**src/rtl/crc_cmd_sequencer_if.sv**
```systemverilog
// Pad-side command bus and engine handshake of the CRC command sequencer.
// master: host/engine side driving commands and engine status; slave: the sequencer.
interface crc_cmd_sequencer_if #(
   parameter int CRC_W = 32
);
   logic [1:0]       cmd;
   logic [3:0]       data_in;
   logic             eng_clr;
   logic             eng_valid;
   logic [3:0]       eng_nib;
   logic             eng_ready;
   logic             eng_busy;
   logic [CRC_W-1:0] eng_crc;
   logic [7:0]       io_out;

   modport master (
      output cmd, data_in, eng_ready, eng_busy, eng_crc,
      input  eng_clr, eng_valid, eng_nib, io_out
   );

   modport slave (
      input  cmd, data_in, eng_ready, eng_busy, eng_crc,
      output eng_clr, eng_valid, eng_nib, io_out
   );
endinterface

```
**src/rtl/crc_cmd_sequencer.sv**
```systemverilog
// Command sequencer for a nibble-serial CRC engine: nibble FIFO feed, CRC snapshot, nibble readout.
// Optional CRC_SEQ_XOROUT_EN applies the XOROUT mask to the snapshot; default build stores the raw CRC.
module crc_cmd_sequencer #(
   parameter int               CRC_W      = 32,
   parameter int               FIFO_DEPTH = 4,
   parameter logic [CRC_W-1:0] XOROUT     = CRC_W'(32'hFFFFFFFF)
) (
   input logic                clk,
   input logic                rst,
   crc_cmd_sequencer_if.slave bus
);
   localparam int PTR_W = (FIFO_DEPTH > 1) ? $clog2(FIFO_DEPTH) : 1;
   localparam int CNT_W = $clog2(FIFO_DEPTH) + 1;
   localparam int NIBS  = CRC_W / 4;
   localparam int IDX_W = (NIBS > 1) ? $clog2(NIBS) : 1;

   localparam logic [1:0] CMD_CLEAR = 2'b01;
   localparam logic [1:0] CMD_DATA  = 2'b10;
   localparam logic [1:0] CMD_READ  = 2'b11;

`ifdef CRC_SEQ_XOROUT_EN
   localparam logic [CRC_W-1:0] SNAP_MASK = XOROUT;
`else
   // Raw snapshot: the mask collapses to zero, XOROUT has no effect in this build.
   localparam logic [CRC_W-1:0] SNAP_MASK = {CRC_W{1'b0}} & XOROUT;
`endif

   typedef enum logic [1:0] {
      S_CLEAR = 2'd0,
      S_RUN   = 2'd1,
      S_DONE  = 2'd2
   } state_t;

   state_t           state_reg;
   state_t           state_next;
   logic [3:0]       fifo_mem [FIFO_DEPTH];
   logic [PTR_W-1:0] wr_ptr_reg;
   logic [PTR_W-1:0] rd_ptr_reg;
   logic [CNT_W-1:0] count_reg;
   logic             ovf_reg;
   logic             res_valid_reg;
   logic [IDX_W-1:0] rd_idx_reg;
   logic [CRC_W-1:0] shadow_reg;

   logic       is_clear;
   logic       is_data;
   logic       is_read;
   logic       fifo_empty;
   logic       fifo_full;
   logic       push;
   logic       pop;
   logic       snapshot;
   logic       eng_clr_int;
   logic       eng_valid_int;
   logic       busy;
   logic [3:0] result_nib;
   logic [3:0] shadow_nib [NIBS];

   assign is_clear   = (bus.cmd == CMD_CLEAR);
   assign is_data    = (bus.cmd == CMD_DATA);
   assign is_read    = (bus.cmd == CMD_READ);
   assign fifo_empty = (count_reg == '0);
   assign fifo_full  = (count_reg == CNT_W'(FIFO_DEPTH));
   assign pop        = eng_valid_int && bus.eng_ready;
   // A full FIFO still takes a nibble when the head leaves in the same cycle.
   assign push       = is_data && (!fifo_full || pop);
   assign snapshot   = (state_reg == S_RUN) && is_read && fifo_empty &&
                       !eng_valid_int && !bus.eng_busy;

   // State register
   always_ff @(posedge clk) begin
      if (rst) begin
         state_reg <= S_CLEAR;
      end else begin
         state_reg <= state_next;
      end
   end

   // Next-state logic
   always_comb begin
      state_next = state_reg;
      if (is_clear) begin
         state_next = S_CLEAR;
      end else begin
         case (state_reg)
            S_CLEAR: state_next = S_RUN;
            S_RUN:   if (snapshot) state_next = S_DONE;
            S_DONE:  if (is_data) state_next = S_RUN;
            default: state_next = S_CLEAR;
         endcase
      end
   end

   // Output logic
   always_comb begin
      eng_clr_int   = 1'b0;
      eng_valid_int = 1'b0;
      case (state_reg)
         S_CLEAR: eng_clr_int = 1'b1;
         default: eng_valid_int = !fifo_empty;
      endcase
   end

   always_ff @(posedge clk) begin
      if (push) begin
         fifo_mem[wr_ptr_reg] <= bus.data_in;
      end
   end

   always_ff @(posedge clk) begin
      if (rst) begin
         wr_ptr_reg    <= '0;
         rd_ptr_reg    <= '0;
         count_reg     <= '0;
         ovf_reg       <= 1'b0;
         res_valid_reg <= 1'b0;
         rd_idx_reg    <= '0;
         shadow_reg    <= '0;
      end else if (is_clear) begin
         wr_ptr_reg    <= '0;
         rd_ptr_reg    <= '0;
         count_reg     <= '0;
         ovf_reg       <= 1'b0;
         res_valid_reg <= 1'b0;
         rd_idx_reg    <= '0;
      end else begin
         if (push) begin
            wr_ptr_reg <= wr_ptr_reg + PTR_W'(1);
         end
         if (pop) begin
            rd_ptr_reg <= rd_ptr_reg + PTR_W'(1);
         end
         if (push && !pop) begin
            count_reg <= count_reg + CNT_W'(1);
         end else if (pop && !push) begin
            count_reg <= count_reg - CNT_W'(1);
         end
         if (is_data && !push) begin
            ovf_reg <= 1'b1;
         end
         if (snapshot) begin
            shadow_reg    <= bus.eng_crc ^ SNAP_MASK;
            rd_idx_reg    <= '0;
            res_valid_reg <= 1'b1;
         end else if (state_reg == S_DONE && is_read) begin
            rd_idx_reg <= (rd_idx_reg == IDX_W'(NIBS - 1)) ? '0 : rd_idx_reg + IDX_W'(1);
         end
         if (state_reg == S_DONE && is_data) begin
            res_valid_reg <= 1'b0;
         end
      end
   end

   for (genvar gi = 0; gi < NIBS; gi++) begin : g_shadow_nib
      assign shadow_nib[gi] = shadow_reg[4*gi +: 4];
   end

   assign result_nib = res_valid_reg ? shadow_nib[rd_idx_reg] : 4'h0;
   assign busy       = !fifo_empty || bus.eng_busy || eng_valid_int;

   assign bus.eng_clr   = eng_clr_int;
   assign bus.eng_valid = eng_valid_int;
   assign bus.eng_nib   = fifo_empty ? 4'h0 : fifo_mem[rd_ptr_reg];
   assign bus.io_out    = {res_valid_reg, ovf_reg, fifo_full, busy, result_nib};
endmodule
```
**src/flat_wrapper.sv**
```systemverilog
// flat-port wrapper written by rule: the top's interface ports become plain ports
module crc_cmd_sequencer_flat 
#(
   parameter int               CRC_W      = 32,
   parameter int               FIFO_DEPTH = 4,
   parameter logic [CRC_W-1:0] XOROUT     = CRC_W'(32'hFFFFFFFF)
)
  (clk, rst, bus_cmd, bus_data_in, bus_eng_ready, bus_eng_busy, bus_eng_crc, bus_eng_clr, bus_eng_valid, bus_eng_nib, bus_io_out);
  crc_cmd_sequencer_if #(.CRC_W(CRC_W)) bus_i ();
  input logic clk;
  input logic rst;
  input wire logic [$bits(bus_i.cmd)-1:0] bus_cmd;
  input wire logic [$bits(bus_i.data_in)-1:0] bus_data_in;
  input wire logic [$bits(bus_i.eng_ready)-1:0] bus_eng_ready;
  input wire logic [$bits(bus_i.eng_busy)-1:0] bus_eng_busy;
  input wire logic [$bits(bus_i.eng_crc)-1:0] bus_eng_crc;
  output wire logic [$bits(bus_i.eng_clr)-1:0] bus_eng_clr;
  output wire logic [$bits(bus_i.eng_valid)-1:0] bus_eng_valid;
  output wire logic [$bits(bus_i.eng_nib)-1:0] bus_eng_nib;
  output wire logic [$bits(bus_i.io_out)-1:0] bus_io_out;
  assign bus_i.cmd = bus_cmd;
  assign bus_i.data_in = bus_data_in;
  assign bus_i.eng_ready = bus_eng_ready;
  assign bus_i.eng_busy = bus_eng_busy;
  assign bus_i.eng_crc = bus_eng_crc;
  assign bus_eng_clr = bus_i.eng_clr;
  assign bus_eng_valid = bus_i.eng_valid;
  assign bus_eng_nib = bus_i.eng_nib;
  assign bus_io_out = bus_i.io_out;
  crc_cmd_sequencer #(.CRC_W(CRC_W), .FIFO_DEPTH(FIFO_DEPTH), .XOROUT(XOROUT)) u_core (.clk(clk), .rst(rst), .bus(bus_i));
endmodule
```
**config.mk**
```make
export PLATFORM = sky130hd
export DESIGN_NAME = crc_cmd_sequencer_flat
export DESIGN_NICKNAME = d
export VERILOG_FILES = /design/src/rtl/crc_cmd_sequencer_if.sv /design/src/rtl/crc_cmd_sequencer.sv /design/src/flat_wrapper.sv
export SDC_FILE = /design/constraint.sdc
export NUM_CORES = 1
export LEC_CHECK = 0
export ABC_AREA = 1
export BUFFER_PORTS_ARGS = -buffer_cell sky130_fd_sc_hd__buf_2
export CAP_MARGIN = 30
export CORE_UTILIZATION = 50
export DETAILED_ROUTE_END_ITERATION = 12
export PLACE_DENSITY_LB_ADDON = 0.15
export SLEW_MARGIN = 20
export SYNTH_ARGS = -nofsm -noshare
export SYNTH_HDL_FRONTEND = slang
export SYNTH_SLANG_ARGS = --single-unit
```
**constraint.sdc**
```tcl
create_clock -name clk -period 3.33 [get_ports clk]
set_input_delay 0.666 -clock clk [delete_from_list [all_inputs] [get_ports clk]]
set_output_delay 0.666 -clock clk [all_outputs]
set_load 0.05 [all_outputs]
```
==> results.cfg, run 1 <==
[setup_path]
regToRegStartpoint = u_core.count_reg[0]
crit_fanout = 11
ff2ff_path_depth = 13
setup.worst_path.start = u_core.rd_idx_reg[0]
cp-start-kind = register
cp-end-kind = output pin
required_ns = 2.66
cp.arrival_ns = 1.97
path_class = reg -> out
reg2reg_setup_slack_ns = 1.15

[global_route]
antenna_found_initial = 0
grt_overflow = 0
grt_pass1_wl_microns = 9750
grt_max_degree = 36
grtUsageTotal_pct = 20.9
grt_pass1_vias = 2175

[layout]
fillerInstances = 515
largest_reg_flops = 32
drive_gt1_share_pct = 19.6
final_area_sq_mm = 0.00337
num_antenna_cells = 0
nets = 463
layout.cells.non_filler = 490
syn_to_final_growth_pct = 17.5
final_core_util_pct = 61.2

[sta]
hold_viol = 0
post-route-min-period_ns = 2.63
fin_ws_ns = 0.697
tightest_slew_ns = 0.464
rsz0062_at_grt = false
fin_setup_tns_ns = 0
fin_skew_ns = 0.00844
slew_violations = 0
setup_viol_count_final = 0
fmax_ghz = 0.380
period_share_pct = 79.1
whs_ns = 0.459
maxSlewHeadroom_pct = 69.0

[die]
die_h_microns = 77.7
ioPinCount = 56
die-area_sq_mm = 0.00604
core_sq_mm = 0.00551
rows = 27
die_x_microns = 77.7
initial_utilization_pct = 52.1

[status]
outcome = finished clean

[clock_network]
cts_root_buf = clkbuf_8
ctsResizeCount = 0
hold_buffers = 0
cts-buffers-inserted = 9
cts_setup_buffers = 0
clkLatencyLatePin_ns = 0.34
htreeDepth = 3
cts_tree = built
clk_pin_slew_ns = 0.07
cts.sinks = 64
cts_buffer_depth = 2

[yosys]
synth_nets = 414
yosys-top-cells-count = 125 x nor2_1, 60 x o21ai_0, 48 x dfxtp_1
synth.distinct_cells = 28
yosys_warnings = 0
synth_area_per_cell_sq_um = 7.88
netlist_instances = 364
ys_seq_elements = 64
synth_top_area_share_pct = 33.5
yosysTopAreaCell = dfxtp_1
synth_edf_count = 16
yosysMostFrequentCell = nor2_1
async_flop_share_pct = 0
synth_area_sq_mm = 0.00287
synthTopCellsByArea = dfxtp_1 34%, edfxtp_1 17%, nor2_1 16%, o21ai_0 10%, inv_1 3.4%
ys.flop_type = dfxtp_1
seq_area_frac_synth_pct = 50.3

[drt]
vias = 2429
first_pass_iters = 4
post-route-drc-count = 0
ant_nets = 0
routed_wl_microns = 5790
wl_per_cell_microns = 11.8
drt_iter0_drc = 100
avgViaCountPerCell = 4.96

[power_and_ir_drop]
seqPwrFrac_pct = 44.5
leakagePower_nw = 1.39
p_sw_mw = 0.503
power_frac_clock_pct = 42.3
power_frac_comb_pct = 13.2
power.total_mw = 1.91
power.density_mw_per_mm2 = 567
peakVddDrop_uv = 413
internal-power_mw = 1.41
swShare_pct = 26.4

[hold_path]
hp-class = reg -> reg
worst_hold_startpoint = u_core.ovf_reg
min_path_cells = 1

[placement]
place_area_sq_mm = 0.00313
dp_cells = 474
place_ws_ns = 0.894
gp_congestion = 0.818
port_buffers = 55
dp_hpwl_microns = 4020

[flow_run]
maxCapViolations = 0
## layer usage
| metal | wire, microns | global-route usage [%] | share of wire (%) | up-vias |
|---|---|---|---|---|
| li1 | - | - | - | 1271 |
| met1 | 2600 | 25.2 | 45 | 1096 |
| met2 | 2820 | 34.8 | 49 | 50 |
| met3 | 204 | 4.24 | 3.5 | 12 |
| met4 | 169 | 11.7 | 2.9 | 0 |
| met5 | 0 | 0 | 0 | - |
## power by group through the flow
stage | Combinational (mW) | Clock, mW | Sequential, mW
2_1_floorplan | 0.197 | 0 | 0.861
3_3_place_gp | 0.250 | 0 | 0.867
3_5_place_dp | 0.255 | 0 | 0.868
4_1_cts | 0.256 | 0.816 | 0.850
5_1_grt | 0.282 | 0.845 | 0.855
6_report | 0.252 | 0.807 | 0.850
## worst max-delay path: stages (launching register included)
cell	delay [ns]
dfxtp_1	0.54
buf_4	0.24
nor2_1	0.06
nor2_1	0.08
o21ai_0	0.12
o211ai_1	0.12
nand2_1	0.09
nor2_1	0.10
buf_2	0.27
## cell type report
class	instances	area (sq um)	area share [%]
multi-input combinational	252	1190	35.4
sequential	64	1440	42.8
clock inverter	7	119	3.53
inverter	29	113	3.34
clock buffer	9	124	3.67
tap	72	90.1	2.67
timing repair buffer	57	290	8.61
## cells by family (layout without fill, tap and decap cells)
group,Yosys count,count (layout),share of synthesized area (%)
and+or+nand+nor,158,158,22.1
AOI/OAI and AO/OA,85,85,15.5
DFF,64,64,50.3
buffers and inverters,48,102,8.11
adders and majority gates,8,8,3.75
xor gates and xnor gates,1,1,0.305
## placed cells by master, fill, tap and decap left out
cell type   Yosys  layout
bufinv_16       0       3
nand3_2         1       1
clkinv_2        1       2
edfxtp_1       16      16
o211ai_1        4       4
inv_2           1       1
inv_4           1       1
o22ai_1         5       5
inv_6           0       1
o21a_1          1       1
a21oi_1        15      15
nand2_1        24      24
fa_1            1       1
clkinvlp_4      0       2
inv_1          26      26
o21ai_0        60      60
nand3_4         1       1
nor2_1        125     125
buf_4           5       2
nor3_1          1       1
nand3b_1        1       1
dfxtp_1        48      48
buf_2           3      55
ha_1            7       7
nand2_2         3       3
xor2_1          1       1
clkbuf_8        0       9
nand3_1         1       1
nor3_2          1       1
## worst paths after layout
path	end
worst max-delay path	bus_io_out[1]
worst min-delay path	u_core.ovf_reg
worst min register to register	u_core.ovf_reg
worst max register to register	u_core.count_reg[2]
(Power assumes the default switching activity.)
==> run 2, diff against run 1 <==
- CORE_UTILIZATION: 50 -> 49
- clock period: 3.33 -> 2.4 ns (I/O delays scaled with it)
==> results.cfg, run 2 (synthesized netlist as in run 1, its figures left out) <==
[status]
outcome = finished clean

[placement]
port_buffers = 55
place_area_sq_mm = 0.00314
dp_hpwl_microns = 4050
dp_cells = 476
gp_congestion = 0.774

[layout]
final_common_cell = nor2_1
multi_input_area_sq_mm = 0.00119
ff_latch_area_sq_mm = 0.00144
nets = 465
syn_to_final_growth_pct = 15.8
layout.cells.non_filler = 492
final_cell_mix = 125 x nor2_1, 59 x o21ai_0, 55 x buf_2
drive_gt1_share_pct = 20.2
largest_reg_flops = 32
final_area_sq_mm = 0.00332
fillerInstances = 554
num_antenna_cells = 0

[drt]
wl_per_cell_microns = 11.7
drt_iter0_drc = 79
ant_nets = 0
vias = 2400
avgViaCountPerCell = 4.88
routed_wl_microns = 5740
post-route-drc-count = 0
first_pass_iters = 4

[setup_path]
cp-end-kind = output pin
crit_fanout = 19
reg2reg_setup_slack_ns = 0.27
path_common_cell = nor2_1
slowest_stage = dfxtp_1
path_class = reg -> out
crit_family = buffers and inverters
cp.arrival_ns = 1.76
path_buf_inv = 2
worstPathCellList = buf_4 > nor2_1 > nor2_1 > o21ai_0 > o211ai_1 > nand2_1 > nor2_1 > buf_2
required_ns = 1.92
cp-start-kind = register
slowest_delay_ns = 0.39

[clock_network]
cts_setup_buffers = 0
cts-buffers-inserted = 9
cts_root_buf = clkbuf_8
clk_pin_slew_ns = 0.07
cts_tree = built
ctsResizeCount = 0
cts_buffer_depth = 2
cts.sinks = 64
hold_buffers = 0
htreeDepth = 3
clkLatencyLatePin_ns = 0.34

[die]
ioPinCount = 56
core_sq_mm = 0.00557
die_x_microns = 78.5
die_h_microns = 78.5
initial_utilization_pct = 51.4
die-area_sq_mm = 0.00616
rows = 27

[flow_run]
maxCapViolations = 0

[global_route]
antenna_found_initial = 0
grt_pass1_wl_microns = 9880
grt_pass1_vias = 2228
grt_overflow = 0
grt_max_degree = 34
grtUsageTotal_pct = 21.0

[sta]
period_share_pct = 93.2
setup_viol_count_final = 0
post-route-min-period_ns = 2.24
hold_viol = 0
slew_violations = 0
tightest_slew_ns = 0.427
maxSlewHeadroom_pct = 71.4
fmax_ghz = 0.447
fin_skew_ns = 0.00612
rsz0062_at_grt = false
fin_setup_tns_ns = 0

[power_and_ir_drop]
power.density_mw_per_mm2 = 706
peakVddDrop_uv = 350
leakagePower_nw = 1.36
power.total_mw = 2.34

[hold_path]
hp-class = in -> reg
## run 2: final cells by class
type | instances | share of cell area (%)
flip-flops and latches | 64 | 43.5
multi-input cells | 252 | 36.0
repair buffers | 59 | 9.20
clock buffers | 9 | 3.73
inverters | 29 | 3.51
well taps | 72 | 2.71
clock inverters | 7 | 1.43
## run 2: report_power, final
group	leakage, nW	switching, mW	internal [mW]
logic	0.748	0.242	0.111
registers	0.535	0.0276	1.15
clock network	0.0753	0.439	0.372
total	1.36	0.709	1.63
## run 2: path summary, 6_finish.rpt
path / start / endpoint / cells after the start
worst max-delay path: u_core.rd_idx_reg[0] / bus_io_out[1] / 8
worst min-delay path: bus_data_in[0] / u_core.fifo_mem[2][0] / 1
worst max register to register: u_core.count_reg[0] / u_core.count_reg[2] / 13
worst min register to register: u_core.rd_ptr_reg[1] / register / 2
## run 2: routing by layer
| metal | share of wire [%] | global-route usage (%) |
|---|---|---|
| met1 | 46 | 24.4 |
| met2 | 49 | 36.3 |
| met3 | 3.6 | 5.81 |
| met4 | 1.5 | 8.33 |
| met5 | 0 | 0 |
## run 2: metrics by stage
| stage | worst slack, ns | hold slack [ns] | util [%] |
|---|---|---|---|
| floorplan | 0.290 | 0.433 | - |
| global route | 0.00303 | 0.343 | 59.6 |
| finish | 0.162 | 0.354 | 59.6 |
| global placement | 0.302 | 0.451 | 56.4 |
| detailed placement | 0.258 | 0.461 | 56.4 |
| CTS | 0.101 | 0.337 | 59.5 |
==> run 3, diff against run 2 <==
--- a/constraint.sdc
+++ b/constraint.sdc
@@ -3,2 +3,2 @@
 set_output_delay 0.48 -clock clk [all_outputs]
-set_load 0.05 [all_outputs]
+set_load 0.02 [all_outputs]
==> results.cfg, run 3 (synthesized netlist as in run 1, its figures left out) <==
[status]
outcome = finished clean

[clock_network]
hold_buffers = 0
cts_root_buf = clkbuf_8
cts-buffers-inserted = 9
cts_buffer_depth = 2
cts.sinks = 64
clkLatencyLatePin_ns = 0.34
clk_pin_slew_ns = 0.07
cts_tree = built
htreeDepth = 3

[global_route]
grt_overflow = 0
antenna_found_initial = 0
grt_max_degree = 34
grtUsageTotal_pct = 20.7
grt_pass1_vias = 2225
grt_pass1_wl_microns = 9840

[setup_path]
cp-start-kind = register
reg2reg_setup_slack_ns = 0.21
required_ns = 1.92
cp.arrival_ns = 1.74
r2r-end = u_core.count_reg[2]
cp-end-kind = output pin
path_class = reg -> out
ff2ff_path_depth = 13
crit_fanout = 16
regToRegStartpoint = u_core.count_reg[0]

[placement]
dp_cells = 476
place_ws_ns = 0.214
port_buffers = 55
gp_congestion = 0.750
dp_hpwl_microns = 4010

[sta]
whs_ns = 0.357
post-route-min-period_ns = 2.22
maxSlewHeadroom_pct = 67.4
fmax_ghz = 0.450
period_share_pct = 92.5
setup_viol_count_final = 0
tightest_slew_ns = 0.489
fin_ws_ns = 0.180
fin_skew_ns = 0.00459
hold_viol = 0
slew_violations = 0

[die]
initial_utilization_pct = 51.4
die_x_microns = 78.5
ioPinCount = 56
core_sq_mm = 0.00557
rows = 27
die-area_sq_mm = 0.00616
die_h_microns = 78.5

[drt]
ant_nets = 0
first_pass_iters = 4
wl_per_cell_microns = 11.8
drt_iter0_drc = 59
avgViaCountPerCell = 4.88
routed_wl_microns = 5800
vias = 2399
post-route-drc-count = 0

[layout]
layout.cells.non_filler = 492
fillerInstances = 550
syn_to_final_growth_pct = 17.5
num_antenna_cells = 0
multi_input_area_sq_mm = 0.00120
nets = 465
final_cell_mix = 125 x nor2_1, 59 x o21ai_0, 55 x buf_2
final_core_util_pct = 60.4
largest_reg_flops = 32
drive_gt1_share_pct = 20.0
final_common_cell = nor2_1
ff_latch_area_sq_mm = 0.00144

[power_and_ir_drop]
leakagePower_nw = 1.39
power.density_mw_per_mm2 = 741
peakVddDrop_uv = 614
power.total_mw = 2.50

[flow_run]
maxCapViolations = 0

[hold_path]
worst_hold_startpoint = bus_data_in[0]
hold_path_end = u_core.fifo_mem[3][0]
hp-class = in -> reg
min_path_cells = 1
==> run 3: changes by cell type in the layout (fill, tap and decap cells not counted), sizes merged <==
cell | before | now
clkinv | 3 | 4
inv | 28 | 29
clkinvlp | 5 | 1
bufinv | 0 | 2
==> run 3: routing by layer <==
metal  global-route usage, %  up-vias  wire length [microns]
met2                    34.9       45                   2820
met5                       0        -                      0
met1                    25.6     1064                   2720
met3                    3.49        9                    157
li1                        -     1281                      -
met4                    10.0        0                     99
==> run 3: power by group <==
part	internal (mW)	switching [mW]	leakage, nW
combinational	0.112	0.193	0.749
sequential	1.15	0.0283	0.535
clock	0.586	0.427	0.110
==> run 3: how the worst max path moves through the flow <==
| stage | start | to | slack [ns] | depth (start not counted) |
|---|---|---|---|---|
| after global placement | bus_cmd[0] | u_core.count_reg[2] | 0.30 | 11 |
| after detailed placement | u_core.count_reg[0] | u_core.count_reg[2] | 0.21 | 13 |
| after floorplan | bus_cmd[1] | u_core.count_reg[2] | 0.41 | 11 |
| after global routing | u_core.state_reg[1] | u_core.count_reg[2] | -0.005 | 13 |
| after CTS | u_core.rd_idx_reg[0] | bus_io_out[2] | 0.15 | 6 |
| final | u_core.rd_idx_reg[0] | bus_io_out[2] | 0.18 | 6 |
==> run 3: timing repair <==
action,CTS,global route
gates resized for setup,0,2
endpoints found under the setup margin,0,1
hold endpoints to repair,0,0
setup buffers,0,0
==> run 3: per-stage QoR <==
stage,TNS [ns],cell area (sq um)
3_3_place_gp,0,3140
5_1_grt,-0.00541,3370
6_report,0,3370
4_1_cts,0,3360
3_5_place_dp,0,3140
2_1_floorplan,0,2870
==> run 3: cell type report <==
type	instances	share of cell area [%]
multi-input combinational	252	35.6
sequential	64	42.8
clock inverter	7	2.82
timing repair buffer	59	9.06
inverter	29	3.34
tap	72	2.67
clock buffer	9	3.68
==> run 3: critical path, stage by stage, from the launching register on <==
cell     delay (ns)
dfxtp_1        0.31
inv_1          0.35
o21ai_0        0.17
o22ai_1        0.18
nor2_1         0.06
nor2_1         0.14
buf_2          0.18
